--- config.mk ---
export PLATFORM = sky130hd
export DESIGN_NAME = data_sram_arbiter
export DESIGN_NICKNAME = d
export VERILOG_FILES = /design/src/rtl/data_sram_arbiter.sv
export SDC_FILE = /design/constraint.sdc
export NUM_CORES = 1
export LEC_CHECK = 0
export CAP_MARGIN = 20
export CORE_AREA = 2 2 108 110
export DETAILED_ROUTE_END_ITERATION = 6
export DIE_AREA = 0 0 110 112
export GPL_TIMING_DRIVEN = 0
export PLACE_DENSITY_LB_ADDON = 0.15
export SYNTH_ARGS = -nofsm -noshare
export SYNTH_HDL_FRONTEND = slang
export SYNTH_SLANG_ARGS = --single-unit
export TNS_END_PERCENT = 50
--- constraint.sdc ---
create_clock -name clk -period 1.51 [get_ports clk]
set_input_delay 0.2265 -clock clk [delete_from_list [all_inputs] [get_ports clk]]
set_output_delay 0.2265 -clock clk [all_outputs]
set_load 0.02 [all_outputs]
--- src/rtl/data_sram_arbiter.sv ---
// Data-SRAM port arbiter: NUM_CH requesters share one synchronous-read SRAM, one grant per cycle.
// Latency: SRAM is driven combinationally in the grant cycle; rsp_valid/rsp_rdata follow exactly 1 cycle later.
// Backpressure: req_ready is the grant (one-hot or zero); responses cannot be stalled by the consumer.
// Ports: clk/resetn; req_valid/req_ready/req_we/req_addr/req_wdata are per-channel request slices;
//   flush cancels a channel's request and pending ack; rsp_valid/rsp_rdata return acks and read data;
//   sram_en/we/addr/wdata/rdata form the single SRAM port.
module data_sram_arbiter #(
  parameter int NUM_CH       = 2,
  parameter int ADDR_W       = 32,
  parameter int DATA_W       = 32,
  parameter int RR_MODE      = 1,
  parameter int STARVE_LIMIT = 8
) (
  input  logic                         clk,
  input  logic                         resetn,
  input  logic [NUM_CH-1:0]            req_valid,
  output logic [NUM_CH-1:0]            req_ready,
  input  logic [NUM_CH*(DATA_W/8)-1:0] req_we,
  input  logic [NUM_CH*ADDR_W-1:0]     req_addr,
  input  logic [NUM_CH*DATA_W-1:0]     req_wdata,
  input  logic [NUM_CH-1:0]            flush,
  output logic [NUM_CH-1:0]            rsp_valid,
  output logic [DATA_W-1:0]            rsp_rdata,
  output logic                         sram_en,
  output logic [DATA_W/8-1:0]          sram_we,
  output logic [ADDR_W-1:0]            sram_addr,
  output logic [DATA_W-1:0]            sram_wdata,
  input  logic [DATA_W-1:0]            sram_rdata
);

  localparam int BE_W = DATA_W / 8;
  localparam int CH_W = (NUM_CH > 1) ? $clog2(NUM_CH) : 1;

  logic [NUM_CH-1:0] w_elig;
  logic              w_gnt_vld;
  logic [CH_W-1:0]   w_gnt_idx;
  logic [NUM_CH-1:0] w_gnt_oh;

  logic [CH_W-1:0]   r_ptr;
  logic              r_pend;
  logic              r_pend_rd;
  logic [CH_W-1:0]   r_pend_ch;
  logic [7:0]        r_starve [NUM_CH];

  // Arbitration: a flushed channel is simply not eligible, so the others compete in the same cycle.
  always_comb begin : arb
    int c;
    c         = 0;
    w_elig    = req_valid & ~flush;
    w_gnt_vld = 1'b0;
    w_gnt_idx = '0;
    if (RR_MODE != 0) begin
      // Search starts just past the last winner and wraps.
      for (int k = 1; k <= NUM_CH; k++) begin
        c = int'(r_ptr) + k;
        if (c >= NUM_CH) c = c - NUM_CH;
        if (!w_gnt_vld && w_elig[c]) begin
          w_gnt_vld = 1'b1;
          w_gnt_idx = CH_W'(c);
        end
      end
    end else begin
      // A starved channel overrides plain priority; lowest index wins among starved ones.
      for (int i = 0; i < NUM_CH; i++) begin
        if (!w_gnt_vld && w_elig[i] && (r_starve[i] == 8'(STARVE_LIMIT))) begin
          w_gnt_vld = 1'b1;
          w_gnt_idx = CH_W'(i);
        end
      end
      for (int i = 0; i < NUM_CH; i++) begin
        if (!w_gnt_vld && w_elig[i]) begin
          w_gnt_vld = 1'b1;
          w_gnt_idx = CH_W'(i);
        end
      end
    end
    // No grants while reset is held, even though the inputs may be active.
    if (!resetn) w_gnt_vld = 1'b0;
    w_gnt_oh = '0;
    if (w_gnt_vld) w_gnt_oh[w_gnt_idx] = 1'b1;
  end

  always_comb begin : drive
    req_ready  = w_gnt_oh;
    sram_en    = w_gnt_vld;
    sram_we    = '0;
    sram_addr  = '0;
    sram_wdata = '0;
    if (w_gnt_vld) begin
      sram_we    = req_we[int'(w_gnt_idx)*BE_W +: BE_W];
      sram_addr  = req_addr[int'(w_gnt_idx)*ADDR_W +: ADDR_W];
      sram_wdata = req_wdata[int'(w_gnt_idx)*DATA_W +: DATA_W];
    end
    // A flush in the response cycle only hides the ack; a write already issued has landed.
    rsp_valid = '0;
    rsp_rdata = '0;
    if (r_pend && !flush[r_pend_ch]) begin
      rsp_valid[r_pend_ch] = 1'b1;
      if (r_pend_rd) rsp_rdata = sram_rdata;
    end
  end

  always_ff @(posedge clk or negedge resetn) begin
    if (!resetn) begin
      r_ptr     <= CH_W'(NUM_CH - 1);
      r_pend    <= 1'b0;
      r_pend_rd <= 1'b0;
      r_pend_ch <= '0;
      for (int i = 0; i < NUM_CH; i++) r_starve[i] <= '0;
    end else begin
      r_pend    <= w_gnt_vld;
      r_pend_ch <= w_gnt_idx;
      r_pend_rd <= ~|sram_we;
      if ((RR_MODE != 0) && w_gnt_vld) r_ptr <= w_gnt_idx;
      for (int i = 0; i < NUM_CH; i++) begin
        if ((RR_MODE == 0) && w_elig[i] && !w_gnt_oh[i]) begin
          if (r_starve[i] != 8'(STARVE_LIMIT)) r_starve[i] <= r_starve[i] + 8'd1;
        end else begin
          r_starve[i] <= '0;
        end
      end
    end
  end

endmodule

* Word-level counts from Yosys, hierarchy flattened
Cells that the tools add are included.
** Cells by class
- $lt $le $gt $ge :: 8
- Mux-type cells :: 26
- Reduce and logical (&&, ||, !) cells :: 8
- $add $sub $neg :: 4
- Bitwise operators :: 2
- Shift-type cells :: 3
** Operators by type and width (count)
- 32-bit two-way mux :: 6
- 64-bit by 7-bit variable part select with 32-bit output :: 2
- 32-bit by 3-bit less-than comparator with 1-bit output (second input constant) :: 2
- 1-bit two-way mux :: 15
- 8-bit by 4-bit variable part select with 4-bit output :: 1
- 1-bit logical AND :: 4
- 1-bit by 2-bit less-than comparator with 1-bit output (second input constant) :: 2
- 2-bit two-way mux :: 2
- 4-bit two-way mux :: 1
- 4-bit OR reduction :: 1
- 3-bit by 2-bit subtractor with 4-bit output (second input constant) :: 1
- 1-bit by 2-bit adder with 3-bit output (second input constant) :: 1
- 3-bit by 2-bit greater-or-equal comparator with 1-bit output (second input constant) :: 1
- 1-bit zero test :: 3
- 2-bit by 2-bit subtractor with 3-bit output (second input constant) :: 1
- 1-bit by 1-bit adder with 2-bit output (second input constant) :: 1
- 2-bit bitwise AND :: 1
- 1-bit demux with 1-bit select :: 2
- 1-bit greater-or-equal comparator (second input constant) :: 2
- 2-bit greater-or-equal comparator (second input constant) :: 1
- 2-bit inverter :: 1
** Word-level totals
- Input bits :: 174
- Flip-flop bits (word level) :: 4
- Word-level logic and storage cells :: 55

* Depth between registers and ports, before layout
Gate-level depths: netlist of run 1.
- Depth in word-level cells :: 15
- Gate-level depth with buffers :: 5
- Mapped depth without buffers :: 3

* Worst setup path after synthesis of run 1
No wires, ideal clock.
- Path kind :: register to output
- Start :: reg r_ptr
- End :: out sram_addr[27]
- Path buffers :: 2
- Required time :: 1.283 ns
- Arrival :: 1.337 ns
- Stages on the path, launching flop included :: 5
- Setup slack :: -0.054 ns
- Cell sequence :: dfstp_2 > o211a_1 > buf_2 > buf_2 > a22o_1
** Between the ends
- Cells in the longest elaborated chain, start to end :: 12
** RTL lines
- from (decl) :: RTL line 39 : logic [CH_W-1:0] r_ptr;
- from (signal assigned) :: RTL line 105 : r_ptr <= CH_W'(NUM_CH - 1);
- from (signal assigned) :: RTL line 114 : if ((RR_MODE != 0) && w_gnt_vld) r_ptr <= w_gnt_idx;
- parallel branches: the longest is 11 deep, another holds 3-bit by 2-bit subtractor with 4-bit output
- 32-bit two-way mux * :: RTL line 89 : if (w_gnt_vld) begin
- to (decl) :: RTL line 26 : output logic [ADDR_W-1:0] sram_addr,
Mark *: on every way between the ends. The select of a mux whose other input is x is not followed.

* Worst setup path after layout of run 1
- Start :: reg r_ptr
- End :: out sram_addr[18]
The elaborated chain is that of the path after synthesis.

==> flow_metrics.py, run 1 <==
metrics = {
    "power": {
        "sw_frac_of_total_pct": 29.1,
        "internal_pwr_total_uw": 1290,
        "total_leakage_power_uw": 0.00209,
        "clock_power_share_pct": 24.0,
        "power_frac_seq_pct": 7.0,
        "comb_power_share_pct": 68.9,
        "switching_power_uw": 528,
        "fin_total_pwr_uw": 1820,
        "worst_ir_drop_vdd_mv": 0.328,
        "power_density_over_the_cells_nw_per_um2": 379,
    },
    "final_layout": {
        "finalNonFillerCells": 583,
        "design.final.nets": 614,
        "flow.area_growth_from_synthesis_pct": 311,
        "layout-drive-gt1-share_pct": 37.6,
    },
    "floorplanning": {
        "die_w_um": 110,
        "floorplan.initialDensity_pct": 10.4,
        "rows": 39,
        "floorplan.die_area_sq_um": 12300,
        "die_y_um": 112,
        "pin_count": 279,
        "core_sq_um": 11200,
    },
    "timing": {
        "rsz0062_at_grt": "true",
        "final-max-slew-violation-count": 0,
        "timing.final.ws_setup_ps": -298,
        "max_freq_ghz": 0.553,
        "slew_headroom_pct": 84.0,
        "finalSetupViolations": 102,
        "tightest_slew_ps": 241,
        "fin_crit_ps": 1810,
        "finClkSkew_ps": 1.46,
        "setup_tns_ps": -22660,
        "layout_worst_path_cycle_share_pct": 120,
        "finalHoldViolCount": 0,
        "final.hold.worst_slack_ps": 105,
    },
    "global_route": {
        "initial_antenna_violation_count": 1,
        "largest_net_degree_at_the_start_of_global_routing": 11,
        "groute.usage.overall_pct": 12.4,
        "grt_first_pass_wirelength_mm": 11.9,
        "overflow": 0,
        "grt_pass1_vias": 2348,
    },
    "setup_path": {
        "critPathCaptureType": "primary output",
        "setup.worst_path.class": "flop to primary output",
        "critPathMostFrequentCell": "sky130_fd_sc_hd__buf_6",
        "worst-path-max-fanout": 10,
        "register_to_register_path_setup_slack_ps": 160,
        "critPathSlowestCell": "sky130_fd_sc_hd__dfstp_2",
        "crit-reg2reg-capture": "r_ptr",
        "worst_setup_path_start_kind": "flop",
        "r2r_start": "r_ptr",
        "crit_path_max_incr_delay_ps": 540,
        "path_cells": "buf_6, a211oi_4, buf_6, buf_6, a22o_4, buf_6",
        "endpoint": "sram_addr[18]",
        "critical_path_required_ps": 1280,
        "worstRegToRegCells": 6,
        "worstSetupStartpoint": "r_ptr",
        "critPathArrivalTime_ps": 1580,
    },
    "place": {
        "place.detailed.instances": 561,
        "dpl.hpwl_mm": 7.21,
        "pre_cts_slack_ps": -1270,
        "numPortBuffers": 278,
        "finalWeightedCongestion": 0.714,
    },
    "drt": {
        "route.vias.total": 2373,
        "post_drt_wl_per_cell_um": 15.1,
        "vias_per_cell": 4.07,
        "routed_wirelength_mm": 8.82,
        "dr.pass1.iters": 4,
        "post-route-drc-count": 0,
        "antenna_left": 0,
        "drt_iter0_markers": 51,
    },
    "synth": {
        "avgSynthCellArea_sq_um": 8.32,
        "number_of_cells_produced_by_synthesis": 140,
        "synth_fp_nets": 314,
        "synth-edff-count": 0,
        "synth_area_sq_um": 1160,
        "synth-seq-cells": 4,
        "yosysSeqAreaShare_pct": 8.70,
        "ys.flop_type": "sky130_fd_sc_hd__dfrtp_1",
        "synthesis.yosys.warnings": 0,
        "postSynth.asyncResetShare_pct": 100,
        "netlist-cell-type-count": 22,
    },
    "status": {
        "violations_in_the_final_reports": "negative setup slack",
        "status": "finished, violations left",
    },
    "clocking": {
        "max-clock-path-buffers": 2,
        "clkSlewWorstSetupHoldPaths_ps": 30,
        "numCtsBuffers": 3,
        "clk-insertion-delay-late_ps": 230,
        "tritoncts": "done",
        "cts-htree-levels": 1,
        "clock-root-buffer": "sky130_fd_sc_hd__clkbuf_16",
        "cts_sinks": 4,
    },
    "run": {
        "drv.max_cap_violation_count": 0,
    },
    "worst_hold_path": {
        "timing.hold.worst.class": "primary input to asynchronous set/reset pin",
    },
}
area by class of cell:
| type | instances | area (sq um) |
|---|---|---|
| diodes | 1 | 2.50 |
| plain buffers | 18 | 268 |
| clock buffers | 4 | 78.8 |
| fillers | 1098 | 6380 |
| inverters | 2 | 7.51 |
| multi-input cells | 116 | 996 |
| flip-flops and latches | 4 | 101 |
| well taps | 143 | 179 |
| repair buffers | 295 | 3160 |
through the flow:
step | cell area [sq um] | util [%]
floorplan | 1160 | -
global placement | 4130 | 36.9
finish | 4790 | 42.9
global route | 4790 | 42.9
detailed placement | 4130 | 36.9
CTS | 4440 | 39.7
critical path, delay by kind of cell (launching register included):
family	cells	cell delay, ps
DFF	1	540
AOI/OAI and AO/OA	2	280
buffers and inverters	4	530
sequential cells by signal, summed over array words and instances, names as in the netlist:
signal / cells
r_pend: 1
r_pend_ch: 1
r_pend_rd: 1
r_ptr: 1
cells in the mapped netlist (2+ instances only):
master	n	area (sq um)
sky130_fd_sc_hd__buf_6	7	78.8
sky130_fd_sc_hd__dfrtp_1	3	75.1
sky130_fd_sc_hd__a22o_1	68	596
sky130_fd_sc_hd__buf_2	8	40.0
sky130_fd_sc_hd__inv_1	2	7.51
sky130_fd_sc_hd__clkbuf_1	3	11.3
sky130_fd_sc_hd__a21oi_1	2	10.0
sky130_fd_sc_hd__or4_1	2	15.0
sky130_fd_sc_hd__and2_1	32	200
logic make-up after synthesis:
group / after synthesis / share of synthesized area (%)
AOI/OAI and AO/OA: 74 / 55.9
and+or+nand+nor: 41 / 22.8
buffers and inverters: 20 / 11.8
DFF: 4 / 8.70
muxes: 1 / 0.859
power groups by stage:
stage	logic, uW	registers (uW)	clock network, uW
4_1_cts	1170	127	440
5_1_grt	1320	130	454
2_1_floorplan	358	130	0
3_3_place_gp	1080	131	0
3_5_place_dp	1080	132	0
6_report	1250	128	437
routing by layer:
layer	vias up	track usage (%)	wire length, um
met4	0	2.28	90
met1	1061	12.7	3000
li1	1155	-	-
met3	7	3.22	954
met5	-	0	0
met2	150	24.5	4780
repair_timing:
| action | in CTS | in global routing |
|---|---|---|
| hold buffers | 1 | 0 |
| endpoints found under the hold margin | 3 | 0 |
| setup buffers | 6 | 1 |
| gates cloned | 4 | 6 |
| setup endpoints to repair | 107 | 104 |
| resized for setup | 615 | 75 |
| pin swaps | 32 | 16 |
cell usage in the layout (no fill, tap or decap), types with 2 or more instances in the layout:
master and instances:
sky130_fd_sc_hd__or4_1 2, sky130_fd_sc_hd__dfrtp_1 3, sky130_fd_sc_hd__buf_8 15, sky130_fd_sc_hd__buf_6 98
sky130_fd_sc_hd__buf_4 13, sky130_fd_sc_hd__and2_4 16, sky130_fd_sc_hd__clkdlybuf4s50_1 168, sky130_fd_sc_hd__dlygate4sd2_1 4
sky130_fd_sc_hd__buf_12 2, sky130_fd_sc_hd__clkbuf_16 9, sky130_fd_sc_hd__a22o_1 67, sky130_fd_sc_hd__and2_1 16
sky130_fd_sc_hd__buf_16 2, sky130_fd_sc_hd__inv_1 2
how the worst min path moves through the flow:
stage	start	to	slack, ps	cells after the start
2_1_floorplan	resetn	r_pend	-70	0
3_3_place_gp	resetn	r_pend_rd	470	1
3_5_place_dp	resetn	r_pend	470	1
4_1_cts	resetn	r_ptr	110	1
5_1_grt	resetn	r_ptr	130	1
6_report	resetn	r_ptr	100	1
Note: power is estimated with default switching activity, not from simulation.
==> run 2: changes to the inputs <==
--- a/config.mk
+++ b/config.mk
@@ -11,6 +11,7 @@
 export DIE_AREA = 0 0 110 112
 export GPL_TIMING_DRIVEN = 0
 export PLACE_DENSITY_LB_ADDON = 0.15
+export REMOVE_ABC_BUFFERS = 1
 export SYNTH_ARGS = -nofsm -noshare
 export SYNTH_HDL_FRONTEND = slang
 export SYNTH_SLANG_ARGS = --single-unit
==> flow_metrics.py, run 2 (synthesis results as in run 1) <==
metrics = {
    "timing": {
        "final-max-slew-violation-count": 0,
        "slew_headroom_pct": 82.1,
        "max_freq_ghz": 0.539,
        "finalHoldViolCount": 0,
        "tightest_slew_ps": 269,
        "finClkSkew_ps": 3.26,
        "rsz0062_at_grt": "true",
        "finalSetupViolations": 102,
        "timing.final.ws_setup_ps": -344,
        "fin_crit_ps": 1850,
        "layout_worst_path_cycle_share_pct": 123,
        "setup_tns_ps": -27530,
    },
    "floorplanning": {
        "die_y_um": 112,
        "core_sq_um": 11200,
        "pin_count": 279,
        "floorplan.initialDensity_pct": 10.4,
        "floorplan.die_area_sq_um": 12300,
        "die_w_um": 110,
        "rows": 39,
    },
    "place": {
        "numPortBuffers": 278,
        "place.detailed.instances": 546,
        "dpl.hpwl_mm": 7.88,
        "finalWeightedCongestion": 0.776,
        "pre_cts_slack_ps": -1510,
    },
    "final_layout": {
        "design.final.nets": 626,
        "layout-drive-gt1-share_pct": 38.4,
        "flow.area_growth_from_synthesis_pct": 321,
        "final_core_util_pct": 43.9,
        "antenna_cells": 0,
        "mostFrequentLayoutCell": "sky130_fd_sc_hd__clkdlybuf4s50_1",
        "most-common-layout-cells": "sky130_fd_sc_hd__clkdlybuf4s50_1 (168), sky130_fd_sc_hd__buf_6 (112), sky130_fd_sc_hd__a22o_1 (68)",
        "finalNonFillerCells": 594,
    },
    "drt": {
        "route.vias.total": 2512,
        "vias_per_cell": 4.23,
        "routed_wirelength_mm": 10.9,
        "drt_iter0_markers": 60,
        "dr.pass1.iters": 4,
        "post-route-drc-count": 0,
        "post_drt_wl_per_cell_um": 18.3,
        "antenna_left": 0,
    },
    "power": {
        "switching_power_uw": 573,
        "power_frac_seq_pct": 7.2,
        "sw_frac_of_total_pct": 30.4,
        "total_leakage_power_uw": 0.00213,
        "comb_power_share_pct": 69.6,
        "power_density_over_the_cells_nw_per_um2": 384,
        "fin_total_pwr_uw": 1880,
        "worst_ir_drop_vdd_mv": 0.386,
        "internal_pwr_total_uw": 1310,
        "clock_power_share_pct": 23.2,
    },
    "global_route": {
        "overflow": 0,
        "largest_net_degree_at_the_start_of_global_routing": 19,
        "initial_antenna_violation_count": 0,
        "grt_pass1_vias": 2619,
        "grt_first_pass_wirelength_mm": 15.1,
        "groute.usage.overall_pct": 16.6,
    },
    "clocking": {
        "clk-insertion-delay-late_ps": 230,
        "clock-root-buffer": "sky130_fd_sc_hd__clkbuf_16",
        "clkSlewWorstSetupHoldPaths_ps": 30,
        "cts_sinks": 4,
        "cts-htree-levels": 1,
        "max-clock-path-buffers": 2,
        "tritoncts": "done",
        "numCtsBuffers": 3,
    },
    "setup_path": {
        "worst-path-max-fanout": 6,
        "worst_setup_path_start_kind": "flop",
        "critPathSlowestCell": "sky130_fd_sc_hd__dfstp_2",
        "crit_path_max_incr_delay_ps": 550,
        "path_cells": "a211oi_4, clkbuf_16, buf_12, buf_16, a22o_1, buf_6",
        "cp_top_family": "buffers and inverters",
        "setup.worst_path.class": "flop to primary output",
        "critPathCaptureType": "primary output",
        "worst-path-buf-inv": 4,
        "critical_path_required_ps": 1280,
        "critPathArrivalTime_ps": 1630,
    },
    "worst_hold_path": {
        "timing.hold.worst.class": "primary input to asynchronous set/reset pin",
    },
    "run": {
        "drv.max_cap_violation_count": 0,
    },
    "status": {
        "status": "finished, violations left",
        "violations_in_the_final_reports": "negative setup slack",
    },
}
==> run 2: changes by cell type in the layout (fill, tap and decap cells not counted), sizes merged <==
cell,before,now
clkbuf,11,7
buf,131,142
o211a,1,4
and3,1,4
diode,1,0
dlygate4sd1,1,0
==> run 2: what timing repair did <==
item	in CTS	in global routing
pin swaps	15	42
hold buffers	1	0
resized for setup	628	55
buffers inserted	34	4
endpoints found under the setup margin	107	103
cloned	10	0
endpoints found under the hold margin	3	0
==> run 2: metal layers <==
metal	wire length, um	global-route usage (%)
met1	3510	15.4
met2	5970	33.5
met3	1230	6.15
met4	148	2.70
met5	0	0
==> run 2: path summary, 6_finish.rpt <==
| path | from | end | slack (ps) | depth (start not counted) |
|---|---|---|---|---|
| worst max-delay path | r_ptr | sram_wdata[15] | -340 | 6 |
| worst min-delay path | resetn | r_ptr | 20 | 1 |
| worst max register to register | r_ptr | r_pend_rd | 180 | 5 |
| worst min register to register | r_ptr | r_ptr | 630 | 3 |
| max in group asynchronous | resetn | r_pend_ch | 870 | 2 |
| min in group clk | resetn | r_pend | 420 | 3 |
==> run 2: cell type report <==
class,instances,area [sq um]
flip-flops and latches,4,104
well taps,143,179
multi-input cells,122,1070
fillers,1093,6270
inverters,2,7.51
repair buffers,319,3470
clock buffers,4,78.8
==> run 2: power by group through the flow <==
stage	clock network [uW]	registers (uW)	logic, uW
after floorplan	0	130	334
after global placement	0	131	1060
after detailed placement	0	132	1090
final	436	136	1310
after global routing	452	138	1380
after CTS	434	136	1300
==> run 2: worst reg2reg max path, cell delays in order, from the launching register on <==
cell and delay, ps:
sky130_fd_sc_hd__dfstp_2 550, sky130_fd_sc_hd__a211oi_4 80, sky130_fd_sc_hd__clkbuf_16 170, sky130_fd_sc_hd__buf_12 130
sky130_fd_sc_hd__buf_16 130, sky130_fd_sc_hd__a22oi_2 170
==> run 2: metrics by stage <==
step | hold WS (ps) | cell area, sq um
floorplan | -69.1 | 1030
global placement | 475 | 4000
finish | 22.4 | 4900
detailed placement | 493 | 4070
global route | 31.6 | 4900
CTS | 26.9 | 4800
==> run 3: changes to the inputs <==
--- a/config.mk
+++ b/config.mk
@@ -12,6 +12,7 @@
 export GPL_TIMING_DRIVEN = 0
 export PLACE_DENSITY_LB_ADDON = 0.15
 export REMOVE_ABC_BUFFERS = 1
+export SLEW_MARGIN = 20
 export SYNTH_ARGS = -nofsm -noshare
 export SYNTH_HDL_FRONTEND = slang
 export SYNTH_SLANG_ARGS = --single-unit
==> flow_metrics.py, run 3 (synthesis results as in run 1) <==
metrics = {
    "final_layout": {
        "finish.instance_area_sq_um": 4790,
        "flow.area_growth_from_synthesis_pct": 311,
        "design.final.nets": 611,
        "most-common-layout-cells": "sky130_fd_sc_hd__clkdlybuf4s50_1 (168), sky130_fd_sc_hd__buf_6 (101), sky130_fd_sc_hd__a22o_1 (68)",
        "mostFrequentLayoutCell": "sky130_fd_sc_hd__clkdlybuf4s50_1",
        "antenna_cells": 0,
        "layout-drive-gt1-share_pct": 39.0,
    },
    "timing": {
        "layout_worst_path_cycle_share_pct": 128,
        "max_freq_ghz": 0.517,
        "rsz0062_at_grt": "true",
        "finalHoldViolCount": 0,
        "final-max-slew-violation-count": 0,
        "timing.final.ws_setup_ps": -424,
        "final.hold.worst_slack_ps": 367,
        "fin_crit_ps": 1930,
        "finalSetupViolations": 102,
        "slew_headroom_pct": 85.3,
        "tightest_slew_ps": 215,
        "finClkSkew_ps": 5.78,
    },
    "global_route": {
        "initial_antenna_violation_count": 0,
        "grt_first_pass_wirelength_mm": 14.2,
        "largest_net_degree_at_the_start_of_global_routing": 16,
        "groute.usage.overall_pct": 15.4,
        "grt_pass1_vias": 2447,
        "overflow": 0,
    },
    "place": {
        "finalWeightedCongestion": 0.776,
        "numPortBuffers": 278,
        "placedInstanceArea_sq_um": 4080,
        "dpl.hpwl_mm": 7.77,
    },
    "setup_path": {
        "register_to_register_path_setup_slack_ps": 110,
        "crit_path_max_incr_delay_ps": 560,
        "critical_path_required_ps": 1280,
        "critPathArrivalTime_ps": 1710,
        "critPathMostFrequentCell": "sky130_fd_sc_hd__buf_12",
        "worstRegToRegCells": 5,
        "worst-path-max-fanout": 9,
        "r2r_start": "r_ptr",
        "critPathSlowestCell": "sky130_fd_sc_hd__dfstp_2",
        "worst_setup_path_start_kind": "flop",
        "crit-reg2reg-capture": "r_pend_rd",
        "critPathCaptureType": "primary output",
        "setup.worst_path.class": "flop to primary output",
        "path_cells": "a211oi_4, buf_6, buf_12, buf_12, buf_12, a22o_1, buf_6",
    },
    "power": {
        "fin_total_pwr_uw": 1840,
        "switching_power_uw": 548,
        "internal_pwr_total_uw": 1290,
        "comb_power_share_pct": 69.4,
        "worst_ir_drop_vdd_mv": 0.383,
        "power_frac_seq_pct": 7.4,
        "sw_frac_of_total_pct": 29.8,
        "total_leakage_power_uw": 0.00207,
        "power_density_over_the_cells_nw_per_um2": 384,
        "clock_power_share_pct": 23.2,
    },
    "floorplanning": {
        "core_sq_um": 11200,
        "floorplan.die_area_sq_um": 12300,
        "floorplan.initialDensity_pct": 10.4,
        "rows": 39,
        "die_y_um": 112,
        "die_w_um": 110,
        "pin_count": 279,
    },
    "drt": {
        "routed_wirelength_mm": 10.6,
        "post-route-drc-count": 0,
        "route.vias.total": 2434,
        "post_drt_wl_per_cell_um": 18.3,
        "drt_iter0_markers": 45,
        "vias_per_cell": 4.20,
        "dr.pass1.iters": 6,
        "antenna_left": 0,
    },
    "worst_hold_path": {
        "min_from": "resetn",
        "hold_depth": 3,
        "worst_hold_path.endpoint": "r_pend",
        "timing.hold.worst.class": "primary input to flop",
    },
    "clocking": {
        "clkSlewWorstSetupHoldPaths_ps": 30,
        "cts-htree-levels": 1,
        "numCtsBuffers": 3,
        "clk-insertion-delay-late_ps": 220,
        "cts_sinks": 4,
        "max-clock-path-buffers": 2,
        "tritoncts": "done",
        "clock-root-buffer": "sky130_fd_sc_hd__clkbuf_16",
    },
    "status": {
        "status": "finished, violations left",
        "violations_in_the_final_reports": "negative setup slack",
    },
    "run": {
        "drv.max_cap_violation_count": 0,
    },
}
[run 3: final cells by class]
| type | count | area (sq um) |
|---|---|---|
| Timing Repair Buffer | 307 | 3380 |
| Inverter | 2 | 7.51 |
| Clock buffer | 4 | 78.8 |
| Sequential cell | 4 | 104 |
| Multi-Input combinational cell | 119 | 1050 |
| Fill cell | 1114 | 6380 |
| Tap cell | 143 | 179 |
[run 3: layer usage]
layer / vias to the layer above / wire (um) / track usage [%]
met5: - / 0 / 0
met3: 8 / 1230 / 5.44
met4: 0 / 121 / 2.19
li1: 1158 / - / -
met2: 161 / 6010 / 32.1
met1: 1107 / 3260 / 13.9
[run 3: power groups by stage]
stage / Sequential [uW] / Combinational [uW] / Clock, uW
floorplan: 130 / 334 / 0
global placement: 131 / 1060 / 0
detailed placement: 132 / 1080 / 0
CTS: 137 / 1250 / 433
global route: 139 / 1340 / 443
finish: 137 / 1280 / 426
[run 3: how the worst max path moves through the flow]
stage	from	end	slack (ps)	cells after the start
6_report	r_ptr	sram_wdata[31]	-420	7
5_1_grt	r_ptr	sram_wdata[12]	-460	7
4_1_cts	r_ptr	sram_wdata[31]	-420	7
3_5_place_dp	resetn	sram_wdata[31]	-1520	8
3_3_place_gp	resetn	sram_wdata[21]	-2750	5
2_1_floorplan	r_ptr	sram_addr[0]	-1080	2
[run 3: critical path, delay by kind of cell, from the launching register on]
kind	cells	cell delay, ps
buf+inv	5	660
flops	1	560
compound gates	2	270
[run 3: per-stage QoR]
| step | utilization (%) | std cells | setup TNS (ps) | setup slack (ps) |
|---|---|---|---|---|
| finish | 42.9 | 579 | -29110 | -424 |
| global route | 42.9 | 579 | -34460 | -461 |
| CTS | 41.7 | 578 | -32680 | -421 |
| detailed placement | 36.5 | 548 | -127970 | -1520 |
| global placement | 35.8 | 543 | -228540 | -2750 |
| floorplan | - | 122 | -76410 | -1080 |
[run 3: what timing repair did]
item	4_1_cts	5_1_grt
hold buffers	2	0
setup buffers	15	1
pin swaps	30	25
resized for setup	631	50
endpoints found under the setup margin	106	103
gates cloned	10	2
endpoints found under the hold margin	3	0
